$ cat config.mk
export PLATFORM = sky130hd
export DESIGN_NAME = pio_write_arbiter
export DESIGN_NICKNAME = d
export VERILOG_FILES = /design/src/rtl/pio_write_arbiter.sv
export SDC_FILE = /design/constraint.sdc
export NUM_CORES = 1
export LEC_CHECK = 0
export CORE_UTILIZATION = 35
export DETAILED_ROUTE_END_ITERATION = 6
export PLACE_DENSITY = 0.81
export SLEW_MARGIN = 0
export SYNTH_ARGS = -nofsm -noshare
export SYNTH_HDL_FRONTEND = slang
export SYNTH_SLANG_ARGS = --single-unit
$ cat constraint.sdc
create_clock -name clk -period 2.3 [get_ports clk]
set_input_delay 0.46 -clock clk [delete_from_list [all_inputs] [get_ports clk]]
set_output_delay 0.46 -clock clk [all_outputs]
set_load 0.02 [all_outputs]
$ cat src/rtl/pio_write_arbiter.sv
`timescale 1ns/1ps
`default_nettype none
// ============================================================================
// Module   : pio_write_arbiter
// Brief    : Round-robin arbiter/sequencer sharing one Avalon-MM output PIO
//            (data @0, bit-set @4, bit-clear @5) between two requesters.
//            Write/set/clear take one bus write; toggle is read-modify-write.
// Revision : 1.0 - initial release
// ============================================================================
module pio_write_arbiter #(
    parameter int DATA_W = 7
) (
    input  logic              clk,
    input  logic              reset_n,
    input  logic              req_a,
    input  logic [1:0]        op_a,
    input  logic [DATA_W-1:0] data_a,
    output logic              ack_a,
    input  logic              req_b,
    input  logic [1:0]        op_b,
    input  logic [DATA_W-1:0] data_b,
    output logic              ack_b,
    output logic [2:0]        m_address,
    output logic              m_chipselect,
    output logic              m_write_n,
    output logic [31:0]       m_writedata,
    input  logic [31:0]       m_readdata,
    output logic              busy
);

    localparam logic [1:0] c_ST_IDLE   = 2'd0;
    localparam logic [1:0] c_ST_WRITE  = 2'd1;
    localparam logic [1:0] c_ST_READ   = 2'd2;
    localparam logic [1:0] c_ST_TWRITE = 2'd3;

    localparam logic [1:0] c_OP_SET    = 2'd1;
    localparam logic [1:0] c_OP_CLEAR  = 2'd2;
    localparam logic [1:0] c_OP_TOGGLE = 2'd3;

    localparam logic [2:0] c_ADDR_DATA  = 3'd0;
    localparam logic [2:0] c_ADDR_SET   = 3'd4;
    localparam logic [2:0] c_ADDR_CLEAR = 3'd5;

    localparam int c_PAD_W = 32 - DATA_W;

    logic [1:0]        r_state;
    logic              r_rr_last_b;   // 1: B was granted last, so A wins a tie
    logic              r_grant_b;     // current grantee (1 = B)
    logic [DATA_W-1:0] r_data;        // latched value / mask of the grantee
    logic              r_ack_a;
    logic              r_ack_b;
    logic [2:0]        r_address;
    logic              r_chipselect;
    logic              r_write_n;
    logic [31:0]       r_writedata;
    logic              r_busy;

    logic              w_grant_valid;
    logic              w_grant_b;
    logic [1:0]        w_sel_op;
    logic [DATA_W-1:0] w_sel_data;
    logic [2:0]        w_write_addr;
    logic [DATA_W-1:0] w_toggle_data;
    logic              w_unused_readdata;

    assign ack_a        = r_ack_a;
    assign ack_b        = r_ack_b;
    assign m_address    = r_address;
    assign m_chipselect = r_chipselect;
    assign m_write_n    = r_write_n;
    assign m_writedata  = r_writedata;
    assign busy         = r_busy;

    // Only the low DATA_W bits of the PIO readback carry state.
    assign w_unused_readdata = ^m_readdata[31:DATA_W];

    // B wins when it is the only requester or when A was served last.
    assign w_grant_valid = req_a | req_b;
    assign w_grant_b     = req_b & (~req_a | ~r_rr_last_b);
    assign w_sel_op      = w_grant_b ? op_b   : op_a;
    assign w_sel_data    = w_grant_b ? data_b : data_a;

    // The read data is sampled and combined with the mask in the same edge,
    // so the captured value lives directly in the write-data register.
    assign w_toggle_data = m_readdata[DATA_W-1:0] ^ r_data;

    // Map the selected operation onto the PIO register it targets.
    always_comb begin
        w_write_addr = c_ADDR_DATA;
        case (w_sel_op)
            c_OP_SET:   w_write_addr = c_ADDR_SET;
            c_OP_CLEAR: w_write_addr = c_ADDR_CLEAR;
            default:    w_write_addr = c_ADDR_DATA;
        endcase
    end

    // Sequencer: arbitrate in IDLE, then drive one registered bus cycle per state.
    always_ff @(posedge clk or negedge reset_n) begin
        if (!reset_n) begin
            r_state      <= c_ST_IDLE;
            r_rr_last_b  <= 1'b1;
            r_grant_b    <= 1'b0;
            r_data       <= '0;
            r_ack_a      <= 1'b0;
            r_ack_b      <= 1'b0;
            r_address    <= c_ADDR_DATA;
            r_chipselect <= 1'b0;
            r_write_n    <= 1'b1;
            r_writedata  <= '0;
            r_busy       <= 1'b0;
        end else begin
            // Bus returns to idle levels unless a state below drives a cycle.
            r_ack_a      <= 1'b0;
            r_ack_b      <= 1'b0;
            r_address    <= c_ADDR_DATA;
            r_chipselect <= 1'b0;
            r_write_n    <= 1'b1;
            r_writedata  <= '0;
            r_busy       <= 1'b0;

            case (r_state)
                c_ST_IDLE: begin
                    if (w_grant_valid) begin
                        r_rr_last_b  <= w_grant_b;
                        r_grant_b    <= w_grant_b;
                        r_data       <= w_sel_data;
                        r_chipselect <= 1'b1;
                        r_busy       <= 1'b1;
                        if (w_sel_op == c_OP_TOGGLE) begin
                            r_state <= c_ST_READ;
                        end else begin
                            r_state     <= c_ST_WRITE;
                            r_write_n   <= 1'b0;
                            r_address   <= w_write_addr;
                            r_writedata <= {{c_PAD_W{1'b0}}, w_sel_data};
                            r_ack_a     <= ~w_grant_b;
                            r_ack_b     <= w_grant_b;
                        end
                    end
                end
                c_ST_WRITE: begin
                    r_state <= c_ST_IDLE;
                end
                c_ST_READ: begin
                    r_state      <= c_ST_TWRITE;
                    r_chipselect <= 1'b1;
                    r_write_n    <= 1'b0;
                    r_writedata  <= {{c_PAD_W{1'b0}}, w_toggle_data};
                    r_ack_a      <= ~r_grant_b;
                    r_ack_b      <= r_grant_b;
                    r_busy       <= 1'b1;
                end
                c_ST_TWRITE: begin
                    r_state <= c_ST_IDLE;
                end
                default: begin
                    r_state <= c_ST_IDLE;
                end
            endcase
        end
    end

endmodule
`default_nettype wire

==> impl_metrics.env, run 1 <==
export IMPL_busiest_layer="met2"
export IMPL_worstPathCellList="clkdlybuf4s50_1, a21boi_4, mux2i_2, inv_1, ha_1, o21ba_2, buf_4, nor2_1, or2_2"
export IMPL_die_w_um=63.4
export IMPL_seq_power_share_pct=37.9
export IMPL_post_route_drc_count=0
export IMPL_layout_min_cycle_time_ns=2.21
export IMPL_dp_cells=211
export IMPL_rows=21
export IMPL_worst_clock_skew_ns=0.00159
export IMPL_cts_tree="done"
export IMPL_power_total_mw=2.01
export IMPL_final_hold_viol_count=0
export IMPL_htreeDepth=1
export IMPL_syn_area_um2=1320
export IMPL_comb_power_share_pct=47.7
export IMPL_period_share_pct=96.2
export IMPL_grt_pass1_vias=842
export IMPL_vias=900
export IMPL_p_sw_mw=0.738
export IMPL_grt_pass1_wl_um=3840
export IMPL_nets=228
export IMPL_clkPwrFrac_pct=14.3
export IMPL_ys_ff_latch=24
export IMPL_gr_total_overflow=0
export IMPL_clk_path_buf_depth=2
export IMPL_crit_slowest_cell="clkdlybuf4s50_1"
export IMPL_syn_area_per_cell_um2=11.0
export IMPL_drtPass1Iterations=4
export IMPL_antenna_left=0
export IMPL_hpwl_um=1790
export IMPL_holdBufCountCts=0
export IMPL_drv_cap=0
export IMPL_wl_per_cell_um=11.0
export IMPL_p_leak_nw=0.842
export IMPL_grt_usage_pct=12.7
export IMPL_grt_max_degree=25
export IMPL_p_int_mw=1.27
export IMPL_num_io_pins=94
export IMPL_syn_instance_count=120
export IMPL_crit_arrival_ns=2.41
export IMPL_use_met2_pct=22.6
export IMPL_ys_seq_area_share_pct=45.7
export IMPL_path_buf_inv=3
export IMPL_hp_class="register to register"
export IMPL_instances_no_fill=217
export IMPL_grt_antenna_before_repair=0
export IMPL_port_buffers=42
export IMPL_chipHeight_um=63.4
export IMPL_clock_latency_ns=0.26
export IMPL_setup_violations=0
export IMPL_n_antenna_cell=0
export IMPL_cts_clk_slew_worst_paths_ns=0.09
export IMPL_met1_usage_pct=14.3
export IMPL_synth_warnings=0
export IMPL_yosysUniqueCellTypes=28
export IMPL_finalMaxSlewViolations=0
export IMPL_n_fill_cell=329
export IMPL_area_growth_pct=36.8
export IMPL_routed_wl_um=2380
export IMPL_root_buffer="clkbuf_8"
export IMPL_power_density_nw_per_um2=1110
export IMPL_clock_sinks=24
export IMPL_gp_congestion=0.828
export IMPL_via_per_inst=4.15
export IMPL_required_ns=2.50
export IMPL_slowest_delay_ns=0.49
export IMPL_startpoint_type="input port"
export IMPL_path_class="input port to register"
export IMPL_die_area_um2=4020
export IMPL_fp_coreArea_um2=3470
export IMPL_status="finished clean"
export IMPL_cp_max_fo=4
export IMPL_swShare_pct=36.8
export IMPL_first_iter_violations=23
export IMPL_crit_family="buffers and inverters"
export IMPL_vdd_drop_max_mv=0.375
export IMPL_start_util_pct=38.0
export IMPL_grt_use_met3_pct=3.44
export IMPL_worstSetupEndpointType="register"
export IMPL_drive_gt1_share_pct=15.2
export IMPL_fmax_mhz=452
export IMPL_cts_inserted_buffers=3
-- through the flow --
step                      TNS (ns)  hold slack (ns)  instance area, µm²  worst slack (ns)  utilization, %
after CTS                        0            0.494                1780           0.00302            51.3
final                            0            0.524                1800            0.0866            52.0
after detailed placement     -2.25            0.478                1720            -0.265            49.7
after floorplan                  0            0.164                1410             0.322               -
after global routing      -0.00907            0.513                1800          -0.00907            52.0
after global placement       -2.15            0.476                1720            -0.254            49.7
-- sequential cells by signal, summed over array words and instances, names as in the netlist --
signal and cells:
ack_b 1, r_rr_last_b 1, r_grant_b 1, m_writedata 7, r_state 2, ack_a 1, busy 1, m_write_n 1
r_data 7, m_address 2
-- area by class of cell --
cell class	instances	area, µm²	share of cell area, %
clock buffer	4	55.1	3.05
inverter	9	33.8	1.87
multi-input combinational	81	552	30.6
sequential	24	603	33.4
tap	46	57.6	3.19
timing repair buffer	53	503	27.9
-- layer usage --
metal	part of all wire [%]	wire, µm
met3	5.5	132
met1	41	984
met5	0	0
met2	52	1240
met4	1.0	24
-- power by group through the flow --
stage / combinational [mW] / sequential [mW] / clock, mW
2_1_floorplan: 0.544 / 0.853 / 0
3_5_place_dp: 0.948 / 0.768 / 0
4_1_cts: 0.952 / 0.760 / 0.295
5_1_grt: 1.04 / 0.788 / 0.314
3_3_place_gp: 0.938 / 0.761 / 0
6_report: 0.958 / 0.761 / 0.288
-- synthesized netlist by cell type --
cell type | number | area, µm²
and2_2 | 1 | 7.51
nor2_2 | 1 | 6.26
a21boi_4 | 1 | 18.8
buf_4 | 27 | 203
or2_2 | 1 | 6.26
nor3_4 | 1 | 16.3
a22oi_1 | 1 | 7.51
clkbuf_1 | 1 | 3.75
a21oi_1 | 3 | 15.0
o21ba_2 | 1 | 10.0
mux2i_1 | 15 | 150
buf_6 | 2 | 22.5
ha_1 | 2 | 25.0
conb_1 | 1 | 3.75
o22ai_1 | 8 | 50.1
mux2_2 | 1 | 11.3
a22o_1 | 1 | 8.76
nor4_1 | 1 | 6.26
dfstp_2 | 2 | 52.6
inv_1 | 9 | 33.8
xnor2_1 | 7 | 61.3
nand2_1 | 2 | 7.51
nor2_1 | 5 | 18.8
dfrtp_1 | 22 | 551
buf_2 | 1 | 5.00
a31oi_1 | 1 | 6.26
nand2b_1 | 1 | 6.26
o21ai_0 | 1 | 5.00
-- cells by family after synthesis --
| logic type | count (synthesis) | share of synthesized area, % |
|---|---|---|
| buffers and inverters | 40 | 20.3 |
| flip-flops | 24 | 45.7 |
| AO/OA/AOI/OAI | 17 | 9.20 |
| multiplexers | 16 | 12.2 |
| AND/OR/NAND/NOR | 13 | 5.69 |
| XOR/XNOR | 7 | 4.65 |
| adder cells (fa/ha/maj) | 2 | 1.90 |
| other | 1 | 0.284 |
-- what timing repair did --
action | 4_1_cts | 5_1_grt
resized for setup | 0 | 3
buffers inserted | 0 | 2
endpoints found under the hold margin | 0 | 0
setup endpoints to repair | 0 | 9
-- worst paths after layout --
| check | slack, ns | cells past startpoint | from | endpoint |
|---|---|---|---|---|
| max | 0.09 | 9 | req_b | m_write_n |
| min | 0.52 | 1 | r_grant_b | ack_a |
| max reg2reg | 0.40 | 7 | r_rr_last_b | m_write_n |
| min reg2reg | 0.52 | 1 | r_grant_b | ack_a |
| max in group asynchronous | 1.46 | 2 | reset_n | m_write_n |
| min in group asynchronous | 0.55 | 2 | reset_n | r_grant_b |
-- cell usage in the layout (no fill, tap or decap), types with 2 or more instances in the layout --
master           count
clkdlybuf4s50_1     42
conb_1              26
dfrtp_1             22
mux2i_1             14
buf_4               11
inv_1                9
o22ai_1              8
xnor2_1              7
nor2_1               5
clkbuf_8             4
a21oi_1              3
ha_1                 2
dfstp_2              2
(Power assumes the default switching activity.)
==> run 2, diff against run 1 <==
- SETUP_SLACK_MARGIN: default -> 0.1
==> impl_metrics.env, run 2 (synthesis gave the netlist of run 1 again) <==
export IMPL_worstSetupEndpointType="register"
export IMPL_antenna_left=0
export IMPL_cts_clk_slew_worst_paths_ns=0.09
export IMPL_holdWs_ns=0.523
export IMPL_rrSetupSlack_ns=0.42
export IMPL_fin_area_um2=1830
export IMPL_first_iter_violations=30
export IMPL_period_share_pct=81.7
export IMPL_num_io_pins=94
export IMPL_setup_violations=0
export IMPL_finalMaxSlewViolations=0
export IMPL_die_area_um2=4020
export IMPL_layout_min_cycle_time_ns=1.88
export IMPL_grt_pass1_wl_um=4150
export IMPL_clock_latency_ns=0.26
export IMPL_required_ns=2.50
export IMPL_routed_wl_um=2530
export IMPL_instances_no_fill=218
export IMPL_vdd_drop_max_mv=0.376
export IMPL_post_route_drc_count=0
export IMPL_multi_input_area_um2=561
export IMPL_worst_clock_skew_ns=0.00230
export IMPL_area_growth_pct=38.4
export IMPL_drv_cap=0
export IMPL_final_common_cell="clkdlybuf4s50_1"
export IMPL_gr_total_overflow=0
export IMPL_htreeDepth=1
export IMPL_rows=21
export IMPL_crit_arrival_ns=2.07
export IMPL_grt_max_degree=25
export IMPL_cts_tree="done"
export IMPL_status="finished clean"
export IMPL_via_per_inst=4.23
export IMPL_hpwl_um=1790
export IMPL_clk_path_buf_depth=2
export IMPL_fp_coreArea_um2=3470
export IMPL_drtPass1Iterations=4
export IMPL_grt_antenna_before_repair=0
export IMPL_fmax_mhz=532
export IMPL_power_density_nw_per_um2=1110
export IMPL_drive_gt1_share_pct=16.3
export IMPL_root_buffer="clkbuf_8"
export IMPL_grt_setup_unrepaired="false"
export IMPL_vias=923
export IMPL_path_class="register to register"
export IMPL_chipHeight_um=63.4
export IMPL_startpoint_type="register"
export IMPL_place_area_um2=1720
export IMPL_nets=229
export IMPL_hp_class="register to register"
export IMPL_grt_pass1_vias=904
export IMPL_p_leak_nw=0.867
export IMPL_finish_utilization_pct=52.6
export IMPL_cp_max_fo=4
export IMPL_gp_congestion=0.828
export IMPL_wl_per_cell_um=11.6
export IMPL_cts_inserted_buffers=3
export IMPL_clock_sinks=24
export IMPL_final_hold_viol_count=0
export IMPL_holdBufCountCts=0
export IMPL_start_util_pct=38.0
export IMPL_port_buffers=42
export IMPL_die_w_um=63.4
export IMPL_n_antenna_cell=0
export IMPL_dp_cells=211
export IMPL_n_fill_cell=331
export IMPL_mostFrequentLayoutCells="40 x clkdlybuf4s50_1, 26 x conb_1, 22 x dfrtp_1"
export IMPL_grt_usage_pct=13.9
export IMPL_seqCellArea_um2=603
run 2: layout make-up:
type	count	area share [%]
Clock buffer	4	3.02
Inverter	9	1.85
Multi-Input combinational cell	81	30.7
Sequential cell	24	33.0
Tap cell	46	3.15
Timing Repair Buffer	54	28.2
run 2: per-stage QoR:
stage	TNS, ns	setup slack, ns	power, mW
floorplan	0	0.322	1.40
global placement	-2.15	-0.254	1.70
detailed placement	-2.25	-0.265	1.72
CTS	0	0.104	2.03
global route	0	0.335	2.15
finish	0	0.421	2.02
run 2: worst max-delay path, cell delays in order (launching register included):
cell and delay (ns):
dfstp_2 0.58, a21boi_4 0.09, mux2_4 0.32, ha_2 0.19
o21ba_4 0.23, buf_4 0.09, nor2_1 0.04, or2_2 0.28
run 2: routing by layer:
layer	wire length (µm)	track usage, %	vias to the layer above
li1	-	-	446
met1	1000	14.5	427
met2	1370	25.0	46
met3	144	4.17	4
met4	17	6.53	0
met5	0	0	-
run 2: power breakdown:
part           switching (mW)  total [mW]  internal [mW]
clock                   0.137       0.290          0.153
sequential              0.130       0.761          0.630
combinational           0.476       0.969          0.492
total                   0.744        2.02           1.28
run 2: path summary, 6_finish.rpt:
path,start,to,depth (start not counted)
max in group asynchronous,reset_n,m_write_n,2
worst min-delay path,r_grant_b,ack_a,1
worst min register to register,r_grant_b,ack_a,1
worst max-delay path,r_rr_last_b,m_write_n,7
min in group asynchronous,reset_n,m_writedata[5],2
worst max register to register,r_rr_last_b,m_write_n,7
run 2: what timing repair did:
item	in CTS	in global routing
setup endpoints to repair	9	9
buffers inserted	3	0
resized for setup	3	4
gates cloned	0	0
pin swaps	0	1
